File: src/rtl/seq_det_controller.sv
// Runtime-programmable serial pattern detector with a config handshake, arm/run/done
// sequencing, overlapping or non-overlapping matching and a saturating match counter.
module seq_det_controller #(
   parameter int MAXLEN = 8,
   parameter int LENW   = 4,
   parameter int CNTW   = 8
) (
   input  logic              clk,
   input  logic              rst,
   input  logic              cfg_valid,
   output logic              cfg_ready,
   input  logic [MAXLEN-1:0] cfg_pattern,
   input  logic [LENW-1:0]   cfg_len,
   input  logic              cfg_overlap,
   input  logic [CNTW-1:0]   cfg_target,
   input  logic              start,
   input  logic              abort,
   input  logic              data,
   input  logic              data_valid,
   output logic              detected,
   output logic [CNTW-1:0]   match_count,
   output logic              busy,
   output logic              done
);

   // state | meaning
   // IDLE  | no valid config, waiting for cfg handshake
   // ARMED | config latched, waiting for start
   // RUN   | consuming qualified serial bits, detecting
   // DONE  | target count reached; start reruns, cfg reloads
   typedef enum logic [1:0] {
      S_IDLE  = 2'd0,
      S_ARMED = 2'd1,
      S_RUN   = 2'd2,
      S_DONE  = 2'd3
   } state_t;

   state_t              r_state;
   state_t              w_state_nx;
   logic [MAXLEN-1:0]   r_hist;
   logic [LENW-1:0]     r_fill;
   logic [MAXLEN-1:0]   r_pattern;
   logic [LENW-1:0]     r_len;
   logic                r_overlap;
   logic [CNTW-1:0]     r_target;
   logic [CNTW-1:0]     r_count;
   logic                r_detected;

   logic                w_hs;
   logic                w_start_go;
   logic                w_cfg_load;
   logic                w_shift;
   logic [MAXLEN-1:0]   w_hist_nx;
   logic [LENW-1:0]     w_fill_nx;
   logic [MAXLEN-1:0]   w_mask;
   logic                w_match;
   logic [CNTW-1:0]     w_cnt_inc;
   logic                w_hit_target;
   logic [LENW-1:0]     w_len_clamped;

   assign cfg_ready   = (r_state == S_IDLE) || (r_state == S_DONE);
   assign busy        = (r_state == S_RUN);
   assign done        = (r_state == S_DONE);
   assign detected    = r_detected;
   assign match_count = r_count;

   always_comb begin
      w_hs          = cfg_valid && cfg_ready;
      w_start_go    = !abort && start && ((r_state == S_ARMED) || (r_state == S_DONE));
      w_cfg_load    = !abort && !w_start_go && w_hs;
      w_shift       = (r_state == S_RUN) && data_valid && !abort;
      w_hist_nx     = {r_hist[MAXLEN-2:0], data};
      w_fill_nx     = (r_fill < r_len) ? r_fill + 1'b1 : r_fill;
      w_mask        = '0;
      for (int i = 0; i < MAXLEN; i++) begin
         w_mask[i] = (LENW'(i) < r_len);
      end
      // only the low len bits of the post-shift history take part in the compare
      w_match       = w_shift && (((w_hist_nx ^ r_pattern) & w_mask) == '0) && (w_fill_nx >= r_len);
      w_cnt_inc     = (r_count == {CNTW{1'b1}}) ? r_count : r_count + 1'b1;
      w_hit_target  = w_match && (r_target != '0) && (w_cnt_inc == r_target);
      w_len_clamped = cfg_len;
      if (cfg_len == '0) begin
         w_len_clamped = LENW'(1);
      end else if (cfg_len > LENW'(MAXLEN)) begin
         w_len_clamped = LENW'(MAXLEN);
      end
   end

   always_comb begin
      w_state_nx = r_state;
      if (abort) begin
         w_state_nx = S_IDLE;
      end else begin
         case (r_state)
            S_IDLE:  if (w_hs) w_state_nx = S_ARMED;
            S_ARMED: if (start) w_state_nx = S_RUN;
            S_RUN:   if (w_hit_target) w_state_nx = S_DONE;
            S_DONE: begin
               if (start) w_state_nx = S_RUN;
               else if (w_hs) w_state_nx = S_ARMED;
            end
            default: w_state_nx = S_IDLE;
         endcase
      end
   end

   always_ff @(posedge clk or negedge rst) begin
      if (!rst) begin
         r_state <= S_IDLE;
      end else begin
         r_state <= w_state_nx;
      end
   end

   always_ff @(posedge clk or negedge rst) begin
      if (!rst) begin
         r_hist     <= '0;
         r_fill     <= '0;
         r_pattern  <= '0;
         r_len      <= LENW'(1);
         r_overlap  <= 1'b0;
         r_target   <= '0;
         r_count    <= '0;
         r_detected <= 1'b0;
      end else begin
         r_detected <= w_match;
         if (w_start_go) begin
            r_hist  <= '0;
            r_fill  <= '0;
            r_count <= '0;
         end else if (w_shift) begin
            r_hist <= w_hist_nx;
            // non-overlapping mode discards the matched bits so the next hit needs len fresh bits
            r_fill <= (w_match && !r_overlap) ? '0 : w_fill_nx;
            if (w_match) begin
               r_count <= w_cnt_inc;
            end
         end
         if (w_cfg_load) begin
            r_pattern <= cfg_pattern;
            r_len     <= w_len_clamped;
            r_overlap <= cfg_overlap;
            r_target  <= cfg_target;
         end
      end
   end

endmodule

File: config.mk
export PLATFORM = sky130hd
export DESIGN_NAME = seq_det_controller
export DESIGN_NICKNAME = d
export VERILOG_FILES = /design/src/rtl/seq_det_controller.sv
export SDC_FILE = /design/constraint.sdc
export NUM_CORES = 1
export LEC_CHECK = 0
export ABC_AREA = 1
export ABC_CLOCK_PERIOD_IN_PS = 5000
export CAP_MARGIN = 30
export CORE_AREA = 2 2 96 98
export CTS_BUF_LIST = sky130_fd_sc_hd__clkbuf_8
export DETAILED_ROUTE_END_ITERATION = 10
export DIE_AREA = 0 0 98 100
export GPL_TIMING_DRIVEN = 0
export PLACE_DENSITY = 0.51
export SYNTH_ARGS = -nofsm -noshare
export SYNTH_HDL_FRONTEND = slang
export SYNTH_SLANG_ARGS = --single-unit
File: constraint.sdc
create_clock -name clk -period 5 [get_ports clk]
set_input_delay 0.75 -clock clk [delete_from_list [all_inputs] [get_ports clk]]
set_output_delay 0.75 -clock clk [all_outputs]
set_load 0.01 [all_outputs]
# Word-level counts from Yosys, hierarchy flattened
# Cells that the tools add are included.
# op_classes
n_addsub	2
n_lt_le_gt_ge	11
eq_ne	7
mux	18
bitwise	2
n_reduce_logical	25
# ops
cell	count
$mux 8	4
$mux 4	6
$lt 3x4->1 const A	4
$mux 7	2
$logic_and 1x1->1	12
$mux 2	5
$add 8x1->8 const B	1
$and 8x8->8	1
$eq 8x8->1	1
$eq 8x8->1 const B	1
$logic_not 8->1	1
$lt 1x4->1 const A	2
$lt 2x4->1 const A	2
$pmux 2 s4	1
$reduce_bool 8->1	1
$xor 8x8->8	1
$add 4x1->4 const B	1
$eq 2x2->1 const B	2
$ge 4x4->1	1
$gt 4x4->1 const B	1
$logic_not 4->1	1
$lt 4x4->1	1
$reduce_and 2->1	2
$reduce_bool 2->1	2
other kinds (6)	9
# totals
regBits	43
input_bits	28
out_inout_bits	12
word_cells	74

# Longest topological paths before layout
# Gate-level depths: netlist of the first run.
# depth
ltp_word	10
depth_mapped	19
ltp_nobuf	19

# Worst setup path before layout of the first run
# OpenSTA, ideal clock, no wires.
# synth_path
kind	register to register
startpoint	reg r_len[1]
endpoint	reg r_count[2] (netlist: match_count[2])
setup_ns	0.135
arrival_ns	2.505
required_ns	4.865
path_slack_ns	2.359
stages_incl_launch_ff	17
path_buffers	0
period_less_slack_ns	2.641
cell_sequence	dfrtp_1 -> inv_1 -> ha_1 -> a21boi_0 -> o211ai_1 -> nand2_1 -> nor2_1 -> nand3_1 -> xor2_1 -> inv_1 -> ha_1 -> a21oi_1 -> nand3_1 -> nand3_1 -> clkinv_1 -> o21ai_0 -> a31oi_1
# synth_via
elab_chain_len	7
elab_cells_between_ends	17
classes_between	order compare: 10; mux: 1; bitwise: 1; reduce/logical: 5
# synth_lines
element	line_no	text
from (decl)	43	logic [LENW-1:0] r_len;
from (signal assigned)	142	r_len <= w_len_clamped;
branches (longest 4 deep; another with $lt 4x4->1)	--	
$logic_and 1x1->1 (*)	79	w_match = w_shift && (((w_hist_nx ^ r_pattern) & w_mask) == '0) && (w_fill_nx >= r_len);
net w_match	56	logic w_match;
$reduce_bool 2->1 (no line) (*)	--	
$reduce_and 2->1 (no line) (*)	--	
to (signal assigned)	137	r_count <= w_cnt_inc;
to (decl)	46	logic [CNTW-1:0] r_count;
# Mark *: on every way through the listed nets, which the timed path passes.
# A chain may end at the register's enable or synchronous reset.

# Worst setup path in the final report of the first run
# layout_path
startpoint	reg r_len[1]
endpoint	reg r_fill[3]
# layout_via
elab_chain_len	9
elab_cells_between_ends	19
classes_between	order compare: 10; mux: 4; bitwise: 1; reduce/logical: 4
# layout_lines
element	line_no	text
branches (longest 6 deep; another with $lt 4x4->1)	--	
$mux 4 (*)	135	r_fill <= (w_match && !r_overlap) ? '0 : w_fill_nx;
$mux 4 (*)	132	end else if (w_shift) begin
$mux 4 (*)	128	if (w_start_go) begin
to (signal assigned)	135	
to (decl)	41	logic [LENW-1:0] r_fill;
# Mark *: on every way between the ends. The select of a mux whose other input is x is not followed.

==> results of run 1 <==
layout by cell type (no fill, tap or decap), drive strengths merged, types with 4 or more instances in the layout:
master and n:
nand3 34, o21ai 25, nand4 5, a21oi 7, inv 52, clkdlybuf4s50 38, xor2 7, dfrtp 42
ha 13, nand2 106, nor2 20, clkbuf 9, clkinv 4, o22ai 12
metrics by stage:
step           hold WS [ns]  power [mW]
2_1_floorplan         0.437        1.13
3_3_place_gp          0.456        1.35
3_5_place_dp          0.462        1.37
4_1_cts               0.317        1.60
5_1_grt               0.325        1.77
6_report              0.312        1.58
Yosys cell counts, types with 3 or more instances:
cell type                  instances  area share (%)
sky130_fd_sc_hd__a21oi_1           7             1.4
sky130_fd_sc_hd__clkbuf_1          3            0.44
sky130_fd_sc_hd__clkinv_1          3            0.44
sky130_fd_sc_hd__dfrtp_1          42              41
sky130_fd_sc_hd__ha_1             13             6.3
sky130_fd_sc_hd__inv_1            51             7.4
sky130_fd_sc_hd__nand2_1         101              15
sky130_fd_sc_hd__nand2_2           4            0.97
sky130_fd_sc_hd__nand3_1          34             6.6
sky130_fd_sc_hd__nand4_1           5             1.2
sky130_fd_sc_hd__nor2_1           18             2.6
sky130_fd_sc_hd__o21ai_0          24             4.7
sky130_fd_sc_hd__o22ai_1          12             2.9
sky130_fd_sc_hd__xnor2_1           3             1.0
sky130_fd_sc_hd__xor2_1            6             2.0
where the power goes:
group,switching [mW],internal (mW)
Sequential,0.112,0.493
Clock,0.114,0.108
Combinational,0.429,0.323
Total,0.655,0.924
final timing paths:
| check | startpoint | to | depth (start not counted) |
|---|---|---|---|
| hold reg to reg | r_overlap | r_overlap | 2 |
| setup reg to reg | r_len[1] | r_fill[3] | 15 |
| hold / removal | rst | match_count[1] | 1 |
| max in group asynchronous | rst | r_len[0] | 2 |
| min in group clk | r_overlap | r_overlap | 2 |
| setup / recovery | r_len[1] | r_fill[3] | 15 |
cells by family (layout without fill, tap and decap cells):
family          count (synthesis)  after routing  share of synthesized area (%)
xor+xnor                       10             10                           3.69
flops                          43             43                           41.8
compound gates                 51             51                           11.2
simple gates                  167            167                           28.0
buf+inv                        59            106                           8.89
fa+ha+maj                      13             13                           6.32
registers in the layout, indices dropped and copies added, names as in the netlist:
register / cells
match_count: 8
r_fill: 4
detected: 1
r_state: 2
r_target: 8
r_pattern: 8
r_overlap: 1
r_len: 4
r_hist: 7
worst max-delay path: cells and delay by family (launching register included):
kind                       cells  cell delay (ns)
DFF                            1             0.42
adders and majority gates      2             0.54
xor gates and xnor gates       1             0.18
and+or+nand+nor                5             0.64
buffers and inverters          2             0.20
AOI/OAI and AO/OA              5             1.05
cell type report:
class | count | area (um2)
buffer | 4 | 22.5
timing repair buffer | 40 | 405
clock buffer | 6 | 82.6
inverter | 55 | 206
clock inverter | 1 | 5.00
tap | 111 | 139
fill | 966 | 5680
sequential | 43 | 1080
multi-input combinational | 241 | 1270
per-layer routing:
layer	routed length [um]	GRT usage, %	up-vias
met1	2670	16.3	1081
met3	210	2.44	8
met4	80	3.21	0
li1	-	-	1199
met5	0	0	-
met2	3030	23.7	37
==> PnR_summary.wiki, run 1 <==
{| class="wikitable"
! Metric !! Value
|-
| Delay contributed by the slowest stage of the critical path || around 0.5 ns
|-
| Placement row count || 35
|-
| Accumulated negative setup slack || 0 ns
|-
| IR drop worst, VDD || ~180 uV
|-
| Worst-case setup slack after placement || about 1.8 ns
|-
| CP Launch Type || flop
|-
| Max clock buf depth || 2
|-
| Most frequent CP cell || sky130_fd_sc_hd__nand3_1
|-
| Port Buf Inserts || 39
|-
| Number of placed instances with taps included || about 490
|-
| Horizontal die dimension || 98 um
|-
| Core occupancy in the finished layout || 36.1%
|-
| Number of nets in the final layout || 431
|-
| First-iteration detailed-routing DRC count || 143
|-
| Post-synthesis to final-layout area growth || 24.5%
|-
| Type of the most critical hold path || in2async
|-
| Area enclosed by the die boundary || a little under 10,000 um2
|-
| Via count of the first global-routing pass || 2,295
|-
| Num Clock Sinks || 43
|-
| Cell area after layout || 3210 um2
|-
| Number of gates given a new drive strength after cts || 0
|-
| Synthesized netlist cell count || 343
|-
| Clock-pin transition on the worst setup and hold timing paths || approximately 0.080 ns
|-
| Core footprint || 8890 um2
|-
| Reg2Reg Setup Slack || approximately 1.8 ns
|-
| Cell with the largest stage delay on the worst path || sky130_fd_sc_hd__o21ai_0
|-
| Rel. slew slack || 65.0%
|-
| TritonCTS clock tree || yes
|-
| Starting density of the core || 29.0%
|-
| Setup Fix Bufs, Post-CTS || 0
|-
| Cell Count, Final, Fillers Out || 501
|-
| Final WL || 5990 um
|-
| Maximum number of pins on one net before global-route repair || 35
|-
| Share of the clock period used by the worst path || 63.4%
|-
| Type of the worst setup path || reg2reg
|-
| Max Fclk || 315 MHz
|-
| Die Span Y || 100 um
|-
| Setup ws final || around 1.8 ns
|-
| Overflow left after global routing || 0
|-
| Synth Net Count || roughly 380
|-
| Crit-path max FO || 5
|-
| Placer Congestion || 0.847
|-
| Worst-skew pair later-pin latency || 0.29 ns
|-
| Data required time at the worst endpoint || between 5 and 6 ns
|-
| Count of pins over their slew limit || 0
|-
| Flops & latches, synth || 43
|-
| Sort of element at the end of the critical path || flop
|-
| Final Hold Viols || 0
|-
| Clock tree root driver cell || sky130_fd_sc_hd__clkbuf_8
|-
| Antenna Diode Count || 0
|-
| Placement-stage cell area || 3120 um2
|-
| H-Tree Level Count || 2
|-
| # setup viols final || 0
|-
| Number of iterations in the first detailed-routing pass || 4
|-
| Cell-by-cell listing of the critical path || inv_1, ha_1, a21boi_0, o211ai_1, nand2_1, nor2_1, nand3_1, xor2_1, inv_1, ha_1, o211ai_1, nand3_1, nand3_1, o21ai_0, o21ai_0
|-
| Yosys Warn Count || 0
|-
| Prevailing post-synth register cell || sky130_fd_sc_hd__dfrtp_1
|-
| Mean Syn Cell Area || 7.51 um2
|-
| Drt wl/cell || 12.0 um
|-
| Synthesized area || 2570 um2
|-
| Antenna Nets Post-Route || 0
|-
| Sum of net half-perimeters after detailed placement || 4740 um
|-
| Worst Skew || 0.0120 ns
|-
| Synth cell types || 30
|-
| I/O pin total || 40
|-
| Transition time at the pin with the least slew margin || just over 0.5 ns
|-
| Number of enable-type register cells in the synthesized netlist || 0
|-
| Run status || completed
|-
| Share of layout cells above drive strength 1 || 5.38%
|-
| Leakage power || 1.54 nW
|-
| GR Util All Layers || a little over an eighth
|-
| Sequential share of the synthesized area || 41.8%
|-
| Via count normalized by instance count || 4.64
|-
| Vias after detailed routing || 2,325
|-
| Hold buffers post-CTS || 0
|-
| Clock buffer count from CTS || 5
|-
| Drt drc || 0
|-
| Max-cap violations || 0
|-
| Data arrival at the endpoint of the critical path || about 3.3 ns
|-
| Wire length of the first global-routing pass || about 11,000 um
|-
| RSZ-0062 raised after global routing || false
|-
| Ratio of total power to cell area || 492 nW/um2
|-
| Fraction of synthesis flops using an asynchronous set or reset pin || 100%
|-
| Initial antenna violation count || 0
|-
| Tmin final || around 3.2 ns
|}
No activity file was read; power rests on OpenSTA's default activity.
==> run 2: changes to the inputs <==
Settings changed: ABC_CLOCK_PERIOD_IN_PS 5000 to 2860, PLACE_DENSITY 0.51 to 0.53.
Clock period 5 ns to 2.86 ns, I/O delays scaled along.
==> PnR_summary.wiki, run 2 (synthesis results as in run 1) <==
{| class="wikitable"
! Metric !! Value
|-
| Leakage power || 1.59 nW (+3.0%)
|-
| Worst hold path depth || 2
|-
| Share of layout cells above drive strength 1 || 10.6% (+5.2 points)
|-
| Antenna Diode Count || 0 (unchanged)
|-
| Placer Congestion || 0.849 (+0.31%)
|-
| Crit-path max FO || 5 (unchanged)
|-
| Critical path's top delay family || simple AND/OR/NAND/NOR gates
|-
| I/O pin total || 40 (unchanged)
|-
| Antenna Nets Post-Route || 0 (unchanged)
|-
| Port Buf Inserts || 39 (unchanged)
|-
| Transition time at the pin with the least slew margin || 0.548 ns (+0.0293 ns)
|-
| Core occupancy in the finished layout || 37.6% (+1.5 points)
|-
| GR Util All Layers || 13.4% (+0.26 points)
|-
| Portion of total power attributed to the clock network || 12.7% (-1.4 points)
|-
| Power share of the combinational group || 50.6% (+3.0 points)
|-
| Data arrival at the endpoint of the critical path || 2.99 ns (-0.34 ns)
|-
| Drt wl/cell || 12.7 um (+5.8%)
|-
| Horizontal die dimension || 98 um (unchanged)
|-
| RSZ-0062 raised after global routing || true
|-
| Top library cells by usage in the layout, fill and taps aside || 98 x sky130_fd_sc_hd__nand2_1, 52 x sky130_fd_sc_hd__inv_1, 41 x sky130_fd_sc_hd__dfrtp_1, 38 x sky130_fd_sc_hd__clkdlybuf4s50_1, 31 x sky130_fd_sc_hd__nand3_1
|-
| Num Clock Sinks || 43 (unchanged)
|-
| Max clock buf depth || 2 (unchanged)
|-
| Cell with the largest stage delay on the worst path || sky130_fd_sc_hd__dfrtp_1
|-
| Critical path buffer and inverter count || 2 (unchanged)
|-
| Placement row count || 35 (unchanged)
|-
| Cell area after layout || 3340 um2 (+4.3%)
|-
| Number of iterations in the first detailed-routing pass || 4 (unchanged)
|-
| Total net switching power || 1.24 mW (+89%)
|-
| Die Span Y || 100 um (unchanged)
|-
| Initial antenna violation count || 0 (unchanged)
|-
| Vias after detailed routing || 2,376 (+2.2%)
|-
| H-Tree Level Count || 2 (unchanged)
|-
| Worst Hold Launch || r_pattern[0]
|-
| Sort of element at the end of the critical path || flop
|-
| Launching point of the worst reg2reg path || r_len[1]
|-
| IR drop worst, VDD || 396 uV (+120%)
|-
| Cell-by-cell listing of the critical path || inv_2, ha_4, a21boi_1, o211ai_1, nand2_2, nor2_2, nand3_1, xor2_1, inv_1, ha_4, nand4_1, nand3_2, nand3_4, nor2_4, nand3_2, nand2_2, nand2_2, nand2_1, nand2_1
|-
| Via count of the first global-routing pass || 2,338 (+1.9%)
|-
| Placement-stage cell area || 3120 um2 (unchanged)
|-
| Delay contributed by the slowest stage of the critical path || 0.39 ns (-0.11 ns)
|-
| Number of nets in the final layout || 438 (+1.6%)
|-
| Reg2Reg Setup Slack || 0.05 ns (-1.77 ns)
|-
| Overflow left after global routing || 0 (unchanged)
|-
| Share of the clock period used by the worst path || 98.1% (+35 points)
|-
| Starting density of the core || 29.0% (unchanged)
|-
| Final Hold Viols || 0 (unchanged)
|-
| Launching instance or port of the critical path || r_len[1]
|-
| Area enclosed by the die boundary || 9800 um2 (unchanged)
|-
| TritonCTS clock tree || yes
|-
| Worst-skew pair later-pin latency || 0.30 ns (about the same)
|-
| End of the worst register-to-register path || r_state[0]
|-
| Worst Skew || 0.0128 ns (+0.000748 ns)
|-
| Count of pins over their slew limit || 0 (unchanged)
|-
| Clock tree root driver cell || sky130_fd_sc_hd__clkbuf_8
|-
| Destination of the worst hold path || r_pattern[0]
|-
| Most frequent CP cell || sky130_fd_sc_hd__nand2_2
|-
| Core footprint || 8890 um2 (unchanged)
|-
| Run status || completed
|-
| Tmin final || 2.81 ns (-0.366 ns)
|-
| # setup viols final || 0 (unchanged)
|-
| Maximum number of pins on one net before global-route repair || 36 (+2.9%)
|-
| Clock-pin transition on the worst setup and hold timing paths || 0.07 ns (about the same)
|-
| Final WL || 6440 um (+7.5%)
|-
| Rel. slew slack || 63.5% (-1.6 points)
|-
| Via count normalized by instance count || 4.67 (+0.59%)
|-
| Switching Fraction || 42.7% (+1.2 points)
|-
| CP Launch Type || flop
|-
| Number of cells on the worst reg-to-reg path || 19 (+4)
|-
| Max-cap violations || 0 (unchanged)
|-
| Power, Total || 2.91 mW (+84%)
|-
| Leading cell type in the layout, fill and taps excluded || sky130_fd_sc_hd__nand2_1
|-
| Post-synthesis to final-layout area growth || 29.9%
|-
| Sequential cell fraction of total power || 36.7% (-1.6 points)
|-
| Ratio of total power to cell area || 870 nW/um2 (+77%)
|-
| Type of the worst setup path || reg2reg
|-
| Sum of net half-perimeters after detailed placement || 4870 um (+2.8%)
|-
| Drt drc || 0 (unchanged)
|-
| Type of the most critical hold path || reg2reg
|-
| Wire length of the first global-routing pass || 10,500 um (+0.27%)
|-
| Max Fclk || 356 MHz (+13%)
|-
| Data required time at the worst endpoint || 3.05 ns (-2.11 ns)
|-
| First-iteration detailed-routing DRC count || 129 (-9.8%)
|-
| Filler instances || 914 (-5.4%)
|-
| Clock buffer count from CTS || 5 (unchanged)
|-
| Internal power || 1.67 mW (+80%)
|}
-- run 2: worst reg2reg max path: stages, from the launching register on --
cell                       delay, ns
sky130_fd_sc_hd__dfrtp_1        0.39
sky130_fd_sc_hd__inv_2          0.10
sky130_fd_sc_hd__ha_4           0.20
sky130_fd_sc_hd__a21boi_1       0.12
sky130_fd_sc_hd__o211ai_1       0.22
sky130_fd_sc_hd__nand2_2        0.14
sky130_fd_sc_hd__nor2_2         0.12
sky130_fd_sc_hd__nand3_1        0.08
sky130_fd_sc_hd__xor2_1         0.17
sky130_fd_sc_hd__inv_1          0.09
sky130_fd_sc_hd__ha_4           0.27
sky130_fd_sc_hd__nand4_1        0.11
sky130_fd_sc_hd__nand3_2        0.11
sky130_fd_sc_hd__nand3_4        0.13
sky130_fd_sc_hd__nor2_4         0.14
sky130_fd_sc_hd__nand3_2        0.07
sky130_fd_sc_hd__nand2_2        0.09
sky130_fd_sc_hd__nand2_2        0.05
sky130_fd_sc_hd__nand2_1        0.05
sky130_fd_sc_hd__nand2_1        0.05
-- run 2: worst max path at each step --
stage	end	slack [ns]	cells after the start
final	r_state[0]	0.05	19
after global placement	match_count[1]	-0.25	16
after detailed placement	match_count[1]	-0.28	16
after global routing	r_state[0]	-0.10	19
after CTS	match_count[1]	-0.008	14
after floorplan	match_count[2]	0.22	16
-- run 2: area by class of cell --
| cell class | instances | area (um2) | share of cell area (%) |
|---|---|---|---|
| multi-input combinational | 241 | 1350 | 40.4 |
| sequential | 43 | 1080 | 32.2 |
| timing repair buffer | 47 | 460 | 13.8 |
| inverter | 55 | 211 | 6.32 |
| tap | 111 | 139 | 4.15 |
| clock buffer | 5 | 68.8 | 2.06 |
| buffer | 4 | 22.5 | 0.673 |
| clock inverter | 3 | 11.3 | 0.337 |
-- run 2: what timing repair did --
action,in CTS,in global routing
hold buffers,1,0
setup endpoints to repair,15,14
resized for setup,6,17
pin swaps,1,13
buffers inserted,1,5
hold endpoints to repair,8,0
-- run 2: per-layer routing --
| layer | vias to the layer above | GRT usage (%) | part of all wire, % |
|---|---|---|---|
| met3 | 15 | 2.58 | 3.4 |
| li1 | 1214 | - | - |
| met4 | 0 | 5.24 | 2.2 |
| met2 | 51 | 23.6 | 49 |
| met1 | 1096 | 16.3 | 46 |
| met5 | - | 0 | 0 |
-- run 2: through the flow --
step                       TNS, ns  hold slack [ns]  std cells  setup slack (ns)
after floorplan                  0            0.133        343             0.219
after global placement       -2.64            0.452        493            -0.249
after detailed placement     -2.96            0.315        494            -0.280
after CTS                 -0.00780            0.501        504          -0.00780
after global routing        -0.228            0.524        509            -0.104
final                            0            0.497        509            0.0540
-- run 2: power by group through the flow --
stage / sequential (mW) / clock [mW] / combinational, mW
after global routing: 1.11 / 0.410 / 1.68
after global placement: 1.07 / 0 / 1.29
final: 1.07 / 0.369 / 1.47
after detailed placement: 1.08 / 0 / 1.33
after CTS: 1.07 / 0.388 / 1.37
after floorplan: 1.05 / 0 / 0.931
